### src/rtl/serv_mem_seq.sv
// serv_mem_seq: load/store sequencer between the W-bit serial datapath and a 32-bit data bus.
// Optional bus-wait abort is compiled in with `define SERV_MEM_SEQ_TIMEOUT_EN.
module serv_mem_seq #(
    parameter int W       = 8,
    parameter int TIMEOUT = 255
) (
    input  logic          i_clk,
    input  logic          i_rst,
    input  logic          i_req,
    input  logic          i_store,
    input  logic          i_word,
    input  logic          i_half,
    input  logic          i_signed,
    input  logic [31:0]   i_adr,
    input  logic [W-1:0]  i_rs2,
    output logic          o_busy,
    output logic          o_done,
    output logic          o_misalign,
    output logic [W-1:0]  o_rd,
    output logic          o_rd_valid,
    output logic [1:0]    o_bytecnt,
    output logic [1:0]    o_lsb,
    output logic [31:0]   o_dbus_adr,
    output logic [31:0]   o_dbus_dat,
    output logic [3:0]    o_dbus_sel,
    output logic          o_dbus_we,
    output logic          o_dbus_cyc,
    input  logic [31:0]   i_dbus_rdt,
    input  logic          i_dbus_ack,
    output logic          o_err
);

    localparam int N = 32 / W;

    localparam logic [2:0] IDLE = 3'd0;
    localparam logic [2:0] SIN  = 3'd1;
    localparam logic [2:0] BUS  = 3'd2;
    localparam logic [2:0] SOUT = 3'd3;
    localparam logic [2:0] DONE = 3'd4;

    logic [2:0]  state;
    logic [4:0]  beat;
    logic [4:0]  bitpos;
    logic [31:0] data;
    logic [29:0] adr_hi;
    logic [1:0]  lsb;
    logic        word;
    logic        half;
    logic        sgn;
    logic        store;
    logic        misalign;
    logic        last_beat;
    logic        mis_req;
    logic        byte_ok;
    logic        fill;
    logic        timeout_hit;
    logic [3:0]  sel;

    assign bitpos    = 5'(beat * 5'(W));
    assign last_beat = (beat == 5'(N - 1));
    assign mis_req   = (i_word && (i_adr[1:0] != 2'b00)) || (!i_word && i_half && i_adr[0]);

    always_comb begin
        if (word)
            sel = 4'b1111;
        else if (half)
            sel = 4'b0011 << lsb;
        else
            sel = 4'b0001 << lsb;
    end

    // Bytes beyond the access size are replaced by the extension bit of the top valid byte.
    assign byte_ok = word || (half && !bitpos[4]) || (bitpos[4:3] == 2'b00);
    assign fill    = sgn && (half ? data[15] : data[7]);

    always_ff @(posedge i_clk or posedge i_rst) begin
        if (i_rst) begin
            state    <= IDLE;
            beat     <= '0;
            data     <= '0;
            adr_hi   <= '0;
            lsb      <= '0;
            word     <= 1'b0;
            half     <= 1'b0;
            sgn      <= 1'b0;
            store    <= 1'b0;
            misalign <= 1'b0;
        end else begin
            misalign <= 1'b0;
            case (state)
                IDLE: begin
                    if (i_req) begin
                        if (mis_req) begin
                            misalign <= 1'b1;
                        end else begin
                            adr_hi <= i_adr[31:2];
                            lsb    <= i_adr[1:0];
                            word   <= i_word;
                            half   <= i_half;
                            sgn    <= i_signed;
                            store  <= i_store;
                            beat   <= '0;
                            state  <= i_store ? SIN : BUS;
                        end
                    end
                end
                SIN: begin
                    data[bitpos +: W] <= i_rs2;
                    if (last_beat) begin
                        beat  <= '0;
                        state <= BUS;
                    end else begin
                        beat <= beat + 5'd1;
                    end
                end
                BUS: begin
                    if (i_dbus_ack) begin
                        if (!store)
                            data <= i_dbus_rdt >> {lsb, 3'b000};
                        state <= store ? DONE : SOUT;
                    end else if (timeout_hit) begin
                        state <= IDLE;
                    end
                end
                SOUT: begin
                    if (last_beat) begin
                        beat  <= '0;
                        state <= DONE;
                    end else begin
                        beat <= beat + 5'd1;
                    end
                end
                DONE:    state <= IDLE;
                default: state <= IDLE;
            endcase
        end
    end

`ifdef SERV_MEM_SEQ_TIMEOUT_EN
    localparam int TW = $clog2(TIMEOUT + 1);

    logic [TW-1:0] tcnt;
    logic          err;

    always_ff @(posedge i_clk or posedge i_rst) begin
        if (i_rst) begin
            tcnt <= '0;
            err  <= 1'b0;
        end else begin
            err <= timeout_hit;
            if ((state == BUS) && !timeout_hit)
                tcnt <= tcnt + 1'b1;
            else
                tcnt <= '0;
        end
    end

    assign timeout_hit = (state == BUS) && !i_dbus_ack && (tcnt == TW'(TIMEOUT - 1));
    assign o_err       = err;
`else
    assign timeout_hit = 1'b0;
    assign o_err       = 1'b0;
`endif

    assign o_busy     = (state != IDLE);
    assign o_done     = (state == DONE);
    assign o_misalign = misalign;
    assign o_rd_valid = (state == SOUT);
    assign o_rd       = (state == SOUT) ? (byte_ok ? data[bitpos +: W] : {W{fill}}) : '0;
    assign o_bytecnt  = ((state == SIN) || (state == SOUT)) ? bitpos[4:3] : 2'b00;
    assign o_lsb      = lsb;
    assign o_dbus_adr = {adr_hi, 2'b00};
    assign o_dbus_dat = data << {lsb, 3'b000};
    assign o_dbus_cyc = (state == BUS);
    assign o_dbus_sel = o_dbus_cyc ? sel : 4'b0000;
    assign o_dbus_we  = o_dbus_cyc && store;

endmodule

### config.mk
export PLATFORM = sky130hd
export DESIGN_NAME = serv_mem_seq
export DESIGN_NICKNAME = d
export VERILOG_FILES = /design/src/rtl/serv_mem_seq.sv
export SDC_FILE = /design/constraint.sdc
export NUM_CORES = 1
export LEC_CHECK = 0
export ABC_CLOCK_PERIOD_IN_PS = 5500
export BUFFER_PORTS_ARGS = -buffer_cell sky130_fd_sc_hd__buf_4
export CAP_MARGIN = 20
export CORE_MARGIN = 3
export CORE_UTILIZATION = 44
export DETAILED_ROUTE_END_ITERATION = 10
export PLACE_DENSITY_LB_ADDON = 0.12
export SETUP_SLACK_MARGIN = 0.1
export SYNTH_ARGS = -nofsm -noshare
export SYNTH_HDL_FRONTEND = slang
export SYNTH_SLANG_ARGS = --single-unit
### constraint.sdc
create_clock -name i_clk -period 5.5 [get_ports i_clk]
set_input_delay 1.1 -clock i_clk [delete_from_list [all_inputs] [get_ports i_clk]]
set_output_delay 1.1 -clock i_clk [all_outputs]
set_load 0.01 [all_outputs]
**Yosys cells after proc, flatten, opt, wreduce, memory -nomap -nowiden**

Index checks and enable logic that the tools add are counted.

- Bits in registers: 77
- Bits of input ports: 80
- Output and inout port bits: 87
- Logic and storage cells: 80

- $add $sub $neg: 2
- Equal/unequal tests: 11
- Shift operators: 7
- Mux-type cells: 26
- Bitwise operators: 1
- Reduce and logical (&&, ||, !) cells: 23

Operators with widths:

| kind | number |
|---|---|
| $mux W32 | 2 |
| $pmux W32 S2 | 1 |
| $bwmux W32 | 1 |
| $shift A8 B7 Y32 const A | 1 |
| $shiftx A32 B6 Y8 | 1 |
| $shiftx A8 B7 Y32 | 1 |
| $shl A32 B5 Y32 | 1 |
| $shr A32 B5 Y32 | 1 |
| $mux W3 | 6 |
| $mux W8 | 2 |
| $mux W5 | 3 |
| $mux W4 | 3 |
| $pmux W3 S4 | 1 |
| $pmux W5 S2 | 1 |
| $reduce_and A3 Y1 | 3 |
| $ne A2 B2 Y1 const B | 4 |
| $neg A5 Y7 | 1 |
| $eq A3 B2 Y1 const B | 2 |
| $logic_and A1 B1 Y1 | 6 |
| $reduce_bool A2 Y1 | 3 |
| $add A5 B1 Y5 const B | 1 |
| $eq A5 B2 Y1 const B | 1 |
| $reduce_and A5 Y1 | 1 |
| $logic_or A1 B1 Y1 | 4 |
| 13 further kinds | 19 |

**Logic depth before layout (Yosys ltp)**

- Depth after elaboration: 7
- Mapped depth: 9
- Depth with buffers taken out: 6

**Least setup slack after synthesis**

OpenSTA, ideal clock, no wires.

- Kind: flip-flop to output port
- Start point: register beat[0]
- End point: output o_rd[0]
- Arrival time: 1.999 ns
- Data required time: 4.400 ns
- Path slack: 2.401 ns
- Stages on the path, launching flop included: 8
- Path buffers: 2
- Path through: dfrtp_1 buf_2 buf_2 inv_1 ha_1 a211oi_2 a21oi_1 o21a_1

- Word-level cells in the longest chain between the ends: 4
- Elaborated cells between the ends (all ways): 5

RTL lines:

| item | line | source |
|---|---|---|
| from (decl) | 42 | `logic [4:0] beat;` |
| from (signal assigned) | 113 | `beat <= beat + 5'd1;` |
| from (signal assigned) | 130 | `beat <= beat + 5'd1;` |
| parallel branches: the longest is 2 deep, another holds $shiftx A32 B6 Y8 | n/a |  |
| $mux W8 (*) (2 in a row) | 169 | `assign o_rd = (state == SOUT) ? (byte_ok ? data[bitpos +: W] : {W{fill}}) : '0;` |
| to (decl) | 19 | `output logic [W-1:0] o_rd,` |

Mark *: on every way between the ends.

**Final worst setup path**

- Start point: register beat[0]
- End point: output o_rd[5]

Same word-level chain as after synthesis.

==> flow_summary.yaml <==
run_status:
  outcome: "completed"
min_path:
  worstHoldPathType: "flop to flop"
grt:
  grt_usage_pct: 21.4
  first_global_vias: 4113
  grt_pass1_wl_um: 21800
  maximum_number_of_pins_on_one_net_before_global_route_repair: 81
  gr-total-overflow: 0
  grt_antenna_before_repair: 0
sta:
  rsz0062_at_grt: "false"
  finalCriticalPeriod_ns: 4.30
  worstMarginPinSlew_ns: 1.02
  max_slew_margin_pct: 32.3
  totalNegativeSetupSlack_ns: 0
  slew_violations: 0
  fmaxAchievable_mhz: 232
  setup-violations-final: 0
  skew_ns: 0.00870
  fin_crit_sh_pct: 78.2
  fin_hold_viols: 0
die:
  core_area_um2: 10900
  die_ar_um2: 12600
  die_x_um: 112
  initial_utilization_pct: 45.3
  row_count: 38
  num_io_pins: 167
  chipHeight_um: 112
logic_synthesis:
  ys_warn_count: 0
  yosysTopAreaCell: "dfrtp_1"
  postSynthCellCount: 481
  synth_most_common_cell: "dfrtp_1"
  synth_seq_cells: 77
  netlist.area_leader.share_pct: 38.9
  post_synth_most_frequent_cells: "dfrtp_1 (77), nor2_1 (49), mux2i_1 (48)"
  synth_seq_area_share_pct: 38.9
  synth_enable_flop_cells: 0
  netlist-cell-type-count: 54
  synth.top_cells.by_area: "dfrtp_1 (39%), mux2i_1 (9.7%), mux2_4 (8.8%)"
  synth.avg_cell_area_um2: 10.3
  synth-async-reset-ratio_pct: 100
  primary_ff_master_synth: "dfrtp_1"
  synthesis.area_um2: 4950
setup_path:
  path_cells: "inv_1 -> ha_1 -> a211oi_2 -> a21oi_1 -> o21a_1 -> buf_4"
  crit_family: "compound AO/OA/AOI/OAI gates"
  critical-path-slowest-cell: "dfrtp_1"
  slowest_delay_ns: 0.87
  required_time_at_the_endpoint_of_the_critical_path_ns: 4.40
  critPathCaptureType: "primary output"
  timing.critical_path.fanout_max: 18
  critPathBufInv: 2
  criticalPathCategory: "flop to primary output"
  worstSetupStartpointType: "flop"
  cp.arrival_ns: 3.20
finish:
  fin_area_um2: 6450
  syn_to_final_growth_pct: 30.3
  finish.net_count: 708
  post_route_cells_drive_above_1_share_pct: 38.5
  antenna_cells_inserted: 0
cts:
  clock_tree_from_tritoncts: "built"
  cts_made_buffers: 9
  cts_max_level: 3
  cts_buffer_depth: 2
  clk_latency_ns: 0.34
  hold_buffers: 0
  cts-resized-gates: 0
  cts_num_sinks: 77
  clock_tree.root_cell: "clkbuf_16"
  path_clk_slew_ns: 0.06
  cts_setup_buffers: 0
power:
  power.net_switching_mw: 1.76
  comb_power_share_pct: 55.2
  peakVddDrop_mv: 0.292
  power_density_nw_per_um2: 642
  share_seq_of_total_power_pct: 31.5
  intPower_mw: 2.38
  pwr-share-clk_pct: 13.3
  power_switching_share_pct: 42.4
  cellLeakagePower_nw: 3.04
detailed_routing:
  via_count: 4189
  finalWirelength_um: 13500
  vias_per_cell: 5.45
  drtIter0Drc: 356
  detail_route.wl_per_cell_um: 17.6
  number_of_routed_nets_with_antenna_violations: 0
  remaining_drc_errors: 0
  firstDrtPassIters: 5
placed_design:
  place.port_buffers: 163
  gpl.final_weighted_congestion: 0.891
  placed_cell_area_um2: 6180
  placed_wire_length_estimate_um: 10200
run:
  maximum_capacitance_violations: 0
## stage by stage
step	setup WS [ns]	hold WS (ns)	std cells	total power, mW	utilization (%)
6_report	1.20	0.490	768	4.14	59.0
4_1_cts	1.14	0.493	768	4.17	59.0
3_3_place_gp	1.66	0.484	752	3.54	56.5
3_5_place_dp	1.51	0.483	752	3.60	56.5
2_1_floorplan	2.40	0.452	483	2.70	-
5_1_grt	0.917	0.531	768	4.44	59.0
## layout by cell type (no fill, tap or decap), drive strengths merged, types with 3 or more instances in the layout
master / count
a211oi: 9
a21oi: 48
a22oi: 24
a31oi: 4
and2: 8
buf: 165
clkbuf: 9
clkinv: 4
conb: 3
dfrtp: 77
ha: 5
inv: 10
mux2: 36
mux2i: 48
mux4: 8
nand2: 25
nand2b: 6
nand3: 3
nand3b: 13
nor2: 52
nor2b: 9
o21a: 8
o21ai: 23
o22ai: 8
## state kept, by name, indices dropped and copies added (netlist names)
name,flops
sgn,1
state,3
store,1
o_lsb,2
adr_hi,30
o_misalign,1
word,1
beat,5
half,1
data,32
## worst register-to-register path, stage by stage (launching register included)
cell and delay [ns]:
dfrtp_1 0.87, inv_1 0.22, ha_1 0.46, nor4_4 0.58, a22oi_1 0.24, a21oi_1 0.20
## kinds of logic after synthesis
group / count (synthesis) / synth area share, %
mux: 92 / 23.7
flops: 77 / 38.9
simple gates: 129 / 14.7
other cells: 1 / 0.0757
buf+inv: 44 / 4.60
fa+ha+maj: 5 / 1.26
compound gates: 132 / 16.5
xor+xnor: 1 / 0.177
## routing by layer
metal  GRT usage (%)  vias up  routed length [um]
li1                -     2035                   -
met1            31.7     1927                6120
met2            29.4      205                5670
met3            7.33       22                1490
met4            7.05        0                 238
met5               0        -                   0
## final cells by class
class | count | area (um2)
well taps | 140 | 175
repair buffers | 165 | 1240
inverters | 8 | 30.0
fillers | 951 | 4480
multi-input cells | 362 | 2810
clock buffers | 9 | 225
flip-flops and latches | 77 | 1930
clock inverters | 7 | 48.8
## power by group through the flow
stage / Combinational, mW / Sequential [mW] / Clock (mW)
global placement: 2.25 / 1.29 / 0
global route: 2.49 / 1.36 / 0.585
finish: 2.29 / 1.31 / 0.551
CTS: 2.30 / 1.30 / 0.564
detailed placement: 2.29 / 1.30 / 0
floorplan: 1.62 / 1.08 / 0
## path summary, 6_finish.rpt
path / start / end / slack, ns / cells after the start
max in group asynchronous: i_rst / o_lsb[0] / 3.52 / 3
min reg2reg: beat[4] / beat[4] / 0.49 / 1
max reg2reg: beat[0] / data[2] / 2.83 / 5
min in group asynchronous: i_rst / adr_hi[13] / 0.91 / 2
max: beat[0] / o_rd[5] / 1.20 / 6
min: beat[4] / beat[4] / 0.49 / 1
Note: power is estimated with default switching activity, not from simulation.
